==> src/rtl/retire_pkg.sv <==
// Shared types and constants for the retire stage: instruction classes, FSM states,
// and the helper that tells which classes may retire on any port.
package retire_pkg;

   localparam int XLEN    = 32;
   localparam int CLASS_W = 3;

   typedef enum logic [CLASS_W-1:0] {
      CLS_ALU   = 3'd0,
      CLS_LOAD  = 3'd1,
      CLS_STORE = 3'd2,
      CLS_CSR   = 3'd3,
      CLS_FENCE = 3'd4,
      CLS_AMO   = 3'd5,
      CLS_FPU   = 3'd6,
      CLS_RSVD  = 3'd7
   } retire_class_e;

   typedef enum logic [1:0] {
      IDLE     = 2'd0,
      DRAIN    = 2'd1,
      AMO_WAIT = 2'd2,
      FLUSH    = 2'd3
   } retire_state_e;

   // Classes with no side effects beyond a register write; the reserved encoding behaves as ALU.
   function automatic logic isSimpleClass(input logic [CLASS_W-1:0] cls);
      return (cls == CLS_ALU) || (cls == CLS_LOAD) || (cls == CLS_FPU) || (cls == CLS_RSVD);
   endfunction

endpackage

==> src/rtl/retire_prefix_arb.sv <==
// Prefix-ack chain for the upper retire ports: port i retires only behind port i-1,
// so the first blocked entry stops everything younger than it.
module retire_prefix_arb
   import retire_pkg::*;
#(
   parameter int NrPorts = 2
) (
   input  logic                       ack0_i,
   input  logic                       idle_i,
   input  logic [NrPorts-1:0]         valid_i,
   input  logic [NrPorts-1:0]         ex_i,
   input  logic [NrPorts*CLASS_W-1:0] class_i,
   output logic [NrPorts-1:0]         ack_o
);

   logic unusedPort0;
   assign unusedPort0 = ^{valid_i[0], ex_i[0], class_i[CLASS_W-1:0]};

   always_comb begin
      ack_o    = '0;
      ack_o[0] = ack0_i;
      for (int i = 1; i < NrPorts; i++) begin
         ack_o[i] = ack_o[i-1] & idle_i & valid_i[i] & ~ex_i[i] &
                    isSimpleClass(class_i[i*CLASS_W +: CLASS_W]);
      end
   end

endmodule

==> src/rtl/retire_unit.sv <==
// N-wide in-order retire stage with fence/AMO serialisation and an instret counter.
// Define RETIRE_WATCHDOG_EN to add the head-stall watchdog (watchdog_o).
module retire_unit
   import retire_pkg::*;
#(
   parameter int NrPorts  = 2,
   parameter int CntWidth = 64
`ifdef RETIRE_WATCHDOG_EN
   ,
   parameter int TimeoutCycles = 1024
`endif
) (
   input  logic                       clk_i,
   input  logic                       rst_ni,
   input  logic                       halt_i,
   input  logic [NrPorts-1:0]         instr_valid_i,
   input  logic [NrPorts-1:0]         instr_ex_i,
   input  logic [NrPorts*CLASS_W-1:0] instr_class_i,
   input  logic [NrPorts*5-1:0]       instr_rd_i,
   input  logic [NrPorts*XLEN-1:0]    instr_result_i,
   input  logic                       no_st_pending_i,
   input  logic                       lsu_ready_i,
   input  logic                       amo_ack_i,
   input  logic [XLEN-1:0]            amo_result_i,
   output logic [NrPorts-1:0]         commit_ack_o,
   output logic [NrPorts-1:0]         we_o,
   output logic [NrPorts*5-1:0]       waddr_o,
   output logic [NrPorts*XLEN-1:0]    wdata_o,
   output logic                       commit_lsu_o,
   output logic                       amo_req_o,
   output logic                       fence_o,
   output logic                       flush_o,
   output logic                       exception_o,
   output logic [CntWidth-1:0]        instret_o
`ifdef RETIRE_WATCHDOG_EN
   ,
   output logic                       watchdog_o
`endif
);

   retire_state_e       state_q, state_d;
   logic                isFence_q, isFence_d;
   logic                amoAckSeen_q, amoAckSeen_d;
   logic [XLEN-1:0]     amoData_q, amoData_d;
   logic [CntWidth-1:0] instret_q, instret_d;

   logic                ack0, we0, commitLsu, amoReq, amoWb;
   logic                head0Ok, amoDone;
   logic [CLASS_W-1:0]  cls0;
   logic [CntWidth-1:0] retireCnt;

   assign cls0    = instr_class_i[CLASS_W-1:0];
   assign head0Ok = instr_valid_i[0] & ~instr_ex_i[0] & ~halt_i;
   // An AMO ack seen while launching is parked in amoAckSeen_q and consumed from AMO_WAIT.
   assign amoDone = amo_ack_i | amoAckSeen_q;

   always_ff @(posedge clk_i) begin
      if (!rst_ni) begin
         state_q      <= IDLE;
         isFence_q    <= 1'b0;
         amoAckSeen_q <= 1'b0;
         amoData_q    <= '0;
         instret_q    <= '0;
      end else begin
         state_q      <= state_d;
         isFence_q    <= isFence_d;
         amoAckSeen_q <= amoAckSeen_d;
         amoData_q    <= amoData_d;
         instret_q    <= instret_d;
      end
   end

   always_comb begin
      state_d      = state_q;
      isFence_d    = isFence_q;
      amoAckSeen_d = amoAckSeen_q;
      amoData_d    = amoData_q;
      unique case (state_q)
         IDLE: begin
            if (head0Ok) begin
               if (retire_class_e'(cls0) == CLS_FENCE) begin
                  isFence_d = 1'b1;
                  state_d   = no_st_pending_i ? FLUSH : DRAIN;
               end else if (retire_class_e'(cls0) == CLS_AMO) begin
                  isFence_d    = 1'b0;
                  state_d      = AMO_WAIT;
                  amoAckSeen_d = amo_ack_i;
                  amoData_d    = amo_result_i;
               end
            end
         end
         DRAIN: begin
            if (!halt_i && no_st_pending_i) state_d = FLUSH;
         end
         AMO_WAIT: begin
            if (!halt_i && amoDone) begin
               state_d      = FLUSH;
               amoAckSeen_d = 1'b0;
            end else if (amo_ack_i) begin
               amoAckSeen_d = 1'b1;
               amoData_d    = amo_result_i;
            end
         end
         FLUSH:   state_d = IDLE;
         default: state_d = IDLE;
      endcase
   end

   always_comb begin
      ack0      = 1'b0;
      we0       = 1'b0;
      commitLsu = 1'b0;
      amoReq    = 1'b0;
      amoWb     = 1'b0;
      unique case (state_q)
         IDLE: begin
            if (head0Ok) begin
               unique case (retire_class_e'(cls0))
                  CLS_STORE: begin
                     ack0      = lsu_ready_i;
                     commitLsu = lsu_ready_i;
                  end
                  CLS_FENCE: ack0   = no_st_pending_i;
                  CLS_AMO:   amoReq = 1'b1;
                  default: begin
                     ack0 = 1'b1;
                     we0  = 1'b1;
                  end
               endcase
            end
         end
         DRAIN: ack0 = ~halt_i & no_st_pending_i;
         AMO_WAIT: begin
            amoReq = 1'b1;
            if (!halt_i && amoDone) begin
               ack0  = 1'b1;
               we0   = 1'b1;
               amoWb = 1'b1;
            end
         end
         default: ;
      endcase
   end

   retire_prefix_arb #(
      .NrPorts(NrPorts)
   ) u_prefix_arb (
      .ack0_i (ack0),
      .idle_i (state_q == IDLE),
      .valid_i(instr_valid_i),
      .ex_i   (instr_ex_i),
      .class_i(instr_class_i),
      .ack_o  (commit_ack_o)
   );

   always_comb begin
      we_o    = commit_ack_o;
      we_o[0] = we0;
      wdata_o = instr_result_i;
      if (amoWb) wdata_o[XLEN-1:0] = amoAckSeen_q ? amoData_q : amo_result_i;
   end

   always_comb begin
      retireCnt = '0;
      for (int i = 0; i < NrPorts; i++) retireCnt = retireCnt + CntWidth'(commit_ack_o[i]);
      instret_d = instret_q + retireCnt;
   end

   assign waddr_o      = instr_rd_i;
   assign commit_lsu_o = commitLsu;
   assign amo_req_o    = amoReq;
   assign fence_o      = (state_q == FLUSH) & isFence_q;
   assign flush_o      = (state_q == FLUSH);
   assign exception_o  = instr_valid_i[0] & instr_ex_i[0] & ~halt_i;
   assign instret_o    = instret_q;

`ifdef RETIRE_WATCHDOG_EN
   localparam int StallW = $clog2(TimeoutCycles + 1);

   logic [StallW-1:0] stallCnt_q, stallCnt_d;
   logic              watchdog_q, watchdog_d;
   logic              headStall;

   // The counter saturates at the timeout so the sticky flag never depends on wraparound.
   assign headStall = instr_valid_i[0] & ~commit_ack_o[0] & ~halt_i;

   always_comb begin
      stallCnt_d = '0;
      if (headStall) begin
         stallCnt_d = (stallCnt_q == StallW'(TimeoutCycles)) ? stallCnt_q : stallCnt_q + 1'b1;
      end
      watchdog_d = watchdog_q | (stallCnt_d == StallW'(TimeoutCycles));
   end

   always_ff @(posedge clk_i) begin
      if (!rst_ni) begin
         stallCnt_q <= '0;
         watchdog_q <= 1'b0;
      end else begin
         stallCnt_q <= stallCnt_d;
         watchdog_q <= watchdog_d;
      end
   end

   assign watchdog_o = watchdog_q;
`endif

endmodule

==> config.mk <==
export PLATFORM = sky130hd
export DESIGN_NAME = retire_unit
export DESIGN_NICKNAME = d
export VERILOG_FILES = /design/src/rtl/retire_pkg.sv /design/src/rtl/retire_prefix_arb.sv /design/src/rtl/retire_unit.sv
export SDC_FILE = /design/constraint.sdc
export NUM_CORES = 1
export LEC_CHECK = 0
export ABC_CLOCK_PERIOD_IN_PS = 6170
export BUFFER_PORTS_ARGS = -buffer_cell sky130_fd_sc_hd__buf_2
export CAP_MARGIN = 10
export CORE_ASPECT_RATIO = 0.7
export CORE_MARGIN = 2
export CORE_UTILIZATION = 50
export CTS_BUF_LIST = sky130_fd_sc_hd__clkbuf_16
export CTS_CLUSTER_DIAMETER = 40
export DETAILED_ROUTE_END_ITERATION = 8
export MAX_ROUTING_LAYER = met4
export PLACE_DENSITY = 0.86
export SETUP_SLACK_MARGIN = 0.5
export SLEW_MARGIN = 20
export SYNTH_ARGS = -nofsm -noshare
export SYNTH_HDL_FRONTEND = slang
export SYNTH_SLANG_ARGS = --single-unit
==> constraint.sdc <==
create_clock -name clk_i -period 6.17 [get_ports clk_i]
set_input_delay 0.617 -clock clk_i [delete_from_list [all_inputs] [get_ports clk_i]]
set_output_delay 0.617 -clock clk_i [all_outputs]
set_load 0.02 [all_outputs]
### Word-level counts from Yosys, hierarchy flattened

Index checks and enable logic that the tools add are counted.

| cells by class | value |
|---|---|
| add/sub/neg operators | 2 |
| equal/unequal tests | 18 |
| muxes and demuxes | 37 |
| bitwise logic cells | 14 |
| reduce and logical (&&, ||, !) cells | 15 |

Operators by type and width:

| kind | number |
|---|---|
| $mux 32 | 7 |
| $add 64x2->64 | 1 |
| $pmux 32 s2 | 1 |
| $mux 1 | 17 |
| $ne 2x2->1 const B | 7 |
| $eq 3x3->1 const B | 4 |
| $mux 2 | 6 |
| $and 1x1->1 | 10 |
| $pmux 2 s4 | 1 |
| $ne 3x3->1 const B | 2 |
| $pmux 1 s2 | 3 |
| $pmux 1 s3 | 2 |
| $reduce_and 6->1 | 1 |
| $reduce_and 5->1 | 1 |
| $eq 2x2->1 const B | 2 |
| $reduce_and 4->1 | 1 |
| $reduce_bool 2->1 | 2 |
| $eq 3x1->1 const B | 1 |
| $eq 3x2->1 const B | 1 |
| $logic_not 3->1 | 1 |
| $logic_or 1x1->1 | 3 |
| $not 1->1 | 3 |
| $reduce_and 3->1 | 1 |
| $reduce_or 3->1 | 1 |
| other kinds (6) | 7 |

| storage, ports and cells | value |
|---|---|
| register bits after elaboration | 100 |
| output and inout port bits | 147 |

### Depth between registers and ports, before layout

| logic depth | value |
|---|---|
| depth in word-level cells | 11 |
| gate-level depth with buffers | 16 |

### Modules after synthesis

From an unflattened synthesis, not the netlist that was laid out.

| second synthesis, totals | value |
|---|---|
| cell total of the unflattened synthesis | 713 |
| area, all modules | 5661.7 um2 |

Modules (own cells, without submodules):

| module | instances | cells an instance | area an instance (um2) |
|---|---|---|---|
| retire_unit | 1 | 709 | 5632.9 |
| retire_prefix_arb | 1 | 4 | 28.8 |

### Worst setup path after synthesis

No wires, ideal clock.

| timing | value |
|---|---|
| path kind | flip-flop to flip-flop |
| start | register state_q[0] |
| end | register instret_q[54], in the netlist instret_o[54] |
| library setup time | 0.132 ns |
| arrival time | 4.624 ns |
| required time | 6.038 ns |
| slack | 1.414 ns |
| stages on the path, launching flop included | 17 |
| path buffers | 2 |
| period minus slack after synthesis | 4.756 ns |
| cells stage by stage | dfxtp_1 -> inv_1 -> ha_1 -> nor4bb_1 -> nor3b_1 -> o21ai_0 -> a31oi_1 -> nor4b_1 -> fa_1 -> ha_1 -> and4_1 -> nand3_1 -> or4_1 -> buf_2 -> buf_2 -> o41ai_1 -> a21oi_1 |

| on the way | value |
|---|---|
| cells in the longest elaborated chain, start to end | 8 |

RTL lines:

| element | line | text |
|---|---|---|
| from (decl) | retire_unit.sv:41 | `retire_state_e state_q, state_d;` |
| from (signal assigned) | retire_unit.sv:65 | `state_q <= state_d;` |
| $eq 2x2->1 (tied with other cells) | retire_unit.sv:115 | `unique case (state_q)` |
| $pmux 1 s3 (*) | retire_unit.sv:115 |  |
| named net ack0 | retire_unit.sv:47 | `logic ack0, we0, commitLsu, amoReq, amoWb;` |
| $and 1x1->1 (*) (4 in series) | retire_prefix_arb.sv:23 | `ack_o[i] = ack_o[i-1] & idle_i & valid_i[i] & ~ex_i[i] &` |
| named net commit_ack_o[1] | retire_unit.sv:25 | `output logic [NrPorts-1:0] commit_ack_o,` |
| $add 1x1->2 (*) | retire_unit.sv:165 | `for (int i = 0; i < NrPorts; i++) retireCnt = retireCnt + CntWidth'(commit_ack_o[i]);` |
| $add 64x2->64 (*) | retire_unit.sv:166 | `instret_d = instret_q + retireCnt;` |
| to (signal assigned) | retire_unit.sv:69 | `instret_q <= instret_d;` |
| to (decl) | retire_unit.sv:45 | `logic [CntWidth-1:0] instret_q, instret_d;` |

The timed path passes the listed nets; every way through them passes the cells marked *.
A chain may end at the register's enable or synchronous reset.

### Worst setup path in the final report

| timing | value |
|---|---|
| start | register state_q[0] |
| end | register instret_q[62], in the netlist instret_o[62] |

| on the way | value |
|---|---|
| cells in the longest elaborated chain, start to end | 8 |

RTL lines:

| element | line |
|---|---|
| $eq 2x2->1 (tied with other cells) | retire_unit.sv:115 |
| $pmux 1 s3 | retire_unit.sv:115 |
| $and 1x1->1 (4 in series) | retire_prefix_arb.sv:23 |
| $add 1x1->2 (*) | retire_unit.sv:165 |
| $add 64x2->64 (*) | retire_unit.sv:166 |

Mark *: on every way between the ends. The rest lies on a longest branch, timed or not.

==> flow_metrics.tcl <==
set metrics [dict create \
    post_cts_resized 0 \
    period_share_pct 85.4 \
    portBuffers 183 \
    cts_inserted_buffers 9 \
    path_cells "inv_1, ha_1, nor4bb_1, nor3b_1, o21ai_0, a31oi_1, nor4b_1, fa_1, ha_1, and4_1, nand3_1, buf_4, or4_1, or4_1, a21oi_1" \
    syn-cell-area_sq_mm 0.00555 \
    core_sq_mm 0.0109 \
    clock-sinks 100 \
    grt_pass1_wl_um 22500 \
    place_ws_ps 982 \
    min_period_ps 5270 \
    synth_adder_area_share_pct 1.49 \
    synthCells 710 \
    synth.avg_cell_area_sq_um 7.81 \
    worst_pin_slew_ps 904 \
    dp.cells 965 \
    drc 0 \
    synth_cell_types 45 \
    synth_edf_count 0 \
    drive_gt1_share_pct 25.2 \
    synth_top_area_share_pct 36.1 \
    slew_headroom_pct 39.7 \
    synth-compound-area-share_pct 12.2 \
    crit_end "instret_o[62]$_SDFF_PN0_" \
    reg2regPathDepth 15 \
    ys.flop_type "dfxtp_1" \
    path_max_fanout 17 \
    synth_simple_gate_area_share_pct 28.0 \
    cts_setup_buffers 0 \
    rrSetupSlack_ps 900 \
    start_util_pct 50.8 \
    worst-path-buf-inv 2 \
    die_area_sq_mm 0.0120 \
    synth_top_family_by_area "simple AND/OR/NAND/NOR gates" \
    clock_latency_ps 340 \
    finClkSkew_ps 5.92 \
    hp-class "reg -> reg" \
    crit_family "simple AND/OR/NAND/NOR gates" \
    holdBufCountCts 0 \
    timing.fmax_mhz 190 \
    ys_warn_count 0 \
    synth-xor-area-share_pct 6.47 \
    fin_setup_tns_ps 0 \
    antenna_cells_inserted 0 \
    rr_endpoint "instret_o[62]$_SDFF_PN0_" \
    firstDrtPassIters 5 \
    antenna_left 0 \
    synth_seq_cells 100 \
    synth_mux_area_share_pct 5.77 \
    worstPathArrival_ps 5510 \
    ctsLongestPathBuffers 2 \
    cts_root_buffer "clkbuf_16" \
    synthTopCellsByArea "dfxtp_1, o21ai_0, buf_4" \
    wl_um 14000 \
    die_height_um 92.1 \
    yosysMostFrequentCell "dfxtp_1" \
    worstSetupPathType "reg -> reg" \
    whs_ps 468 \
    status "finished, final reports clean" \
    viasPerCell 5.42 \
    place_hpwl_um 10100 \
    cp-startpoint "state_q[0]$_SDFFE_PN0P_" \
    power.density_mw_per_mm2 245 \
    setup_ws_ps 900 \
    drt_iter0_drc 297 \
    gp_congestion 0.925 \
    overflow 0 \
    final_cells 981 \
    maxCapViolations 0 \
    utilization_pct 59.8 \
    wl_per_cell_um 14.3 \
    synth_area_leader_cell "dfxtp_1" \
    fillers 1040 \
    cts_htree_levels 3 \
    grt_pass1_vias 4693 \
    worst_setup_path_start_kind "register" \
    cp.depth 15 \
    seq_area_frac_synth_pct 36.1 \
    r2r_start "state_q[0]$_SDFFE_PN0P_" \
    grt_use_total_pct 23.9 \
    crit_slowest_cell "or4_1" \
    ir_worst_vdd_mv 0.163 \
    synth_nets 838 \
    grt_max_degree 69 \
    setup_viol 0 \
    required_ps 6410 \
    cts_tree "built" \
    async_flop_share_pct 0 \
    clkTransAtPathRegs_ps 60 \
    total_leakage_power_nw 2.67 \
    synthTopCellsByCount "dfxtp_1, nand2_1, o21ai_0" \
    chipWidth_um 130 \
    boundaryPins 269 \
    rows 32 \
    num_vias 5313 \
    finalHoldViolations 0 \
    critPathCaptureType "register" \
    antenna_found_initial 0 \
    synthToLayoutAreaGrowth_pct 17.9 \
    rsz0062_at_grt "no" \
    drv_slew 0 \
    slowest_delay_ps 680 \
    nets 951 \
]
[metal layers]
| metal | part of all wire, % | up-vias | GRT usage, % |
|---|---|---|---|
| met5 | 0 | - | - |
| met4 | 1.5 | 0 | 6.72 |
| met3 | 8.3 | 22 | 7.88 |
| met2 | 42 | 168 | 33.3 |
| met1 | 48 | 2443 | 33.0 |
| li1 | - | 2680 | - |
[flip-flops by register name, summed over array words and instances (netlist names)]
| name | cells |
|---|---|
| state_q | 2 |
| amoData_q | 32 |
| instret_o | 64 |
| isFence_q | 1 |
| amoAckSeen_q | 1 |
[worst register-to-register path: cells and delay by family, from the launching register on]
kind                       cells  cell delay (ps)
adders and majority gates      3              940
buffers and inverters          2              300
DFF                            1              330
AOI/OAI and AO/OA              3              560
and+or+nand+nor                7             3050
[placed cells by master, fill, tap and decap left out, drive strengths merged, types with 2 or more instances in the layout]
cell type  synthesis  routed
o211ai             2       2
a21oi             24      24
nor3              14      14
nand4             23      23
xor2              14      14
nand2             88      88
o31ai              5       5
nor2b              5       5
o21ai             83      83
a211oi             2       2
o41ai              2       2
nor4              17      17
nand3             51      51
nor3b              2       2
nand4b             2       2
and4              12      12
mux2i             32      32
dfxtp            100     100
nand2b             3       3
clkbuf            30       9
or4                7       7
and3              10      10
nor2              47      47
and2               5       5
buf               57     189
or3               12      12
nand3b             3       3
xnor2             27      27
bufinv             0       3
ha                 5       5
inv               14      15
clkinv             0       2
[logic make-up (layout without fill, tap and decap cells)]
family	Yosys count	after routing
mux	32	32
fa+ha+maj	6	6
flops	100	100
simple gates	305	305
compound gates	125	125
xor+xnor	41	41
buf+inv	101	219
[cell type report]
type                            instances  area (sq um)  share of cell area (%)
Multi-Input combinational cell        509          2990                    45.8
Sequential cell                       100          2000                    30.6
Timing Repair Buffer                  189           961                    14.7
Clock buffer                            9           225                    3.44
Tap cell                              153           191                    2.93
Clock inverter                          7           114                    1.74
Inverter                               14          53.8                   0.822
[power by group]
group / switching (W) / internal [W] / total, W
logic: 0.000180 / 0.000108 / 0.000288
registers: 0.0000144 / 0.000670 / 0.000684
clock network: 0.000238 / 0.000395 / 0.000633
total: 0.000432 / 0.00117 / 0.00161
[worst min-delay path by stage]
stage	startpoint	end	slack, ps	depth (start not counted)
after floorplan	amoData_q[0]$_SDFFE_PN0P_	amoData_q[0]$_SDFFE_PN0P_	440	2
after global placement	amoData_q[22]$_SDFFE_PN0P_	amoData_q[22]$_SDFFE_PN0P_	450	2
after detailed placement	amoData_q[2]$_SDFFE_PN0P_	amoData_q[2]$_SDFFE_PN0P_	460	2
after CTS	amoData_q[2]$_SDFFE_PN0P_	amoData_q[2]$_SDFFE_PN0P_	470	2
after global routing	amoData_q[10]$_SDFFE_PN0P_	amoData_q[10]$_SDFFE_PN0P_	490	2
final	amoData_q[2]$_SDFFE_PN0P_	amoData_q[2]$_SDFFE_PN0P_	470	2
[per-stage QoR]
step / cell area [sq um] / total power, W
6_report: 6540 / 0.00161
5_1_grt: 6540 / 0.00168
4_1_cts: 6540 / 0.00162
3_5_place_dp: 6200 / 0.000987
3_3_place_gp: 6200 / 0.000979
2_1_floorplan: 5550 / 0.000934
Power figures use the tool's default switching activity.
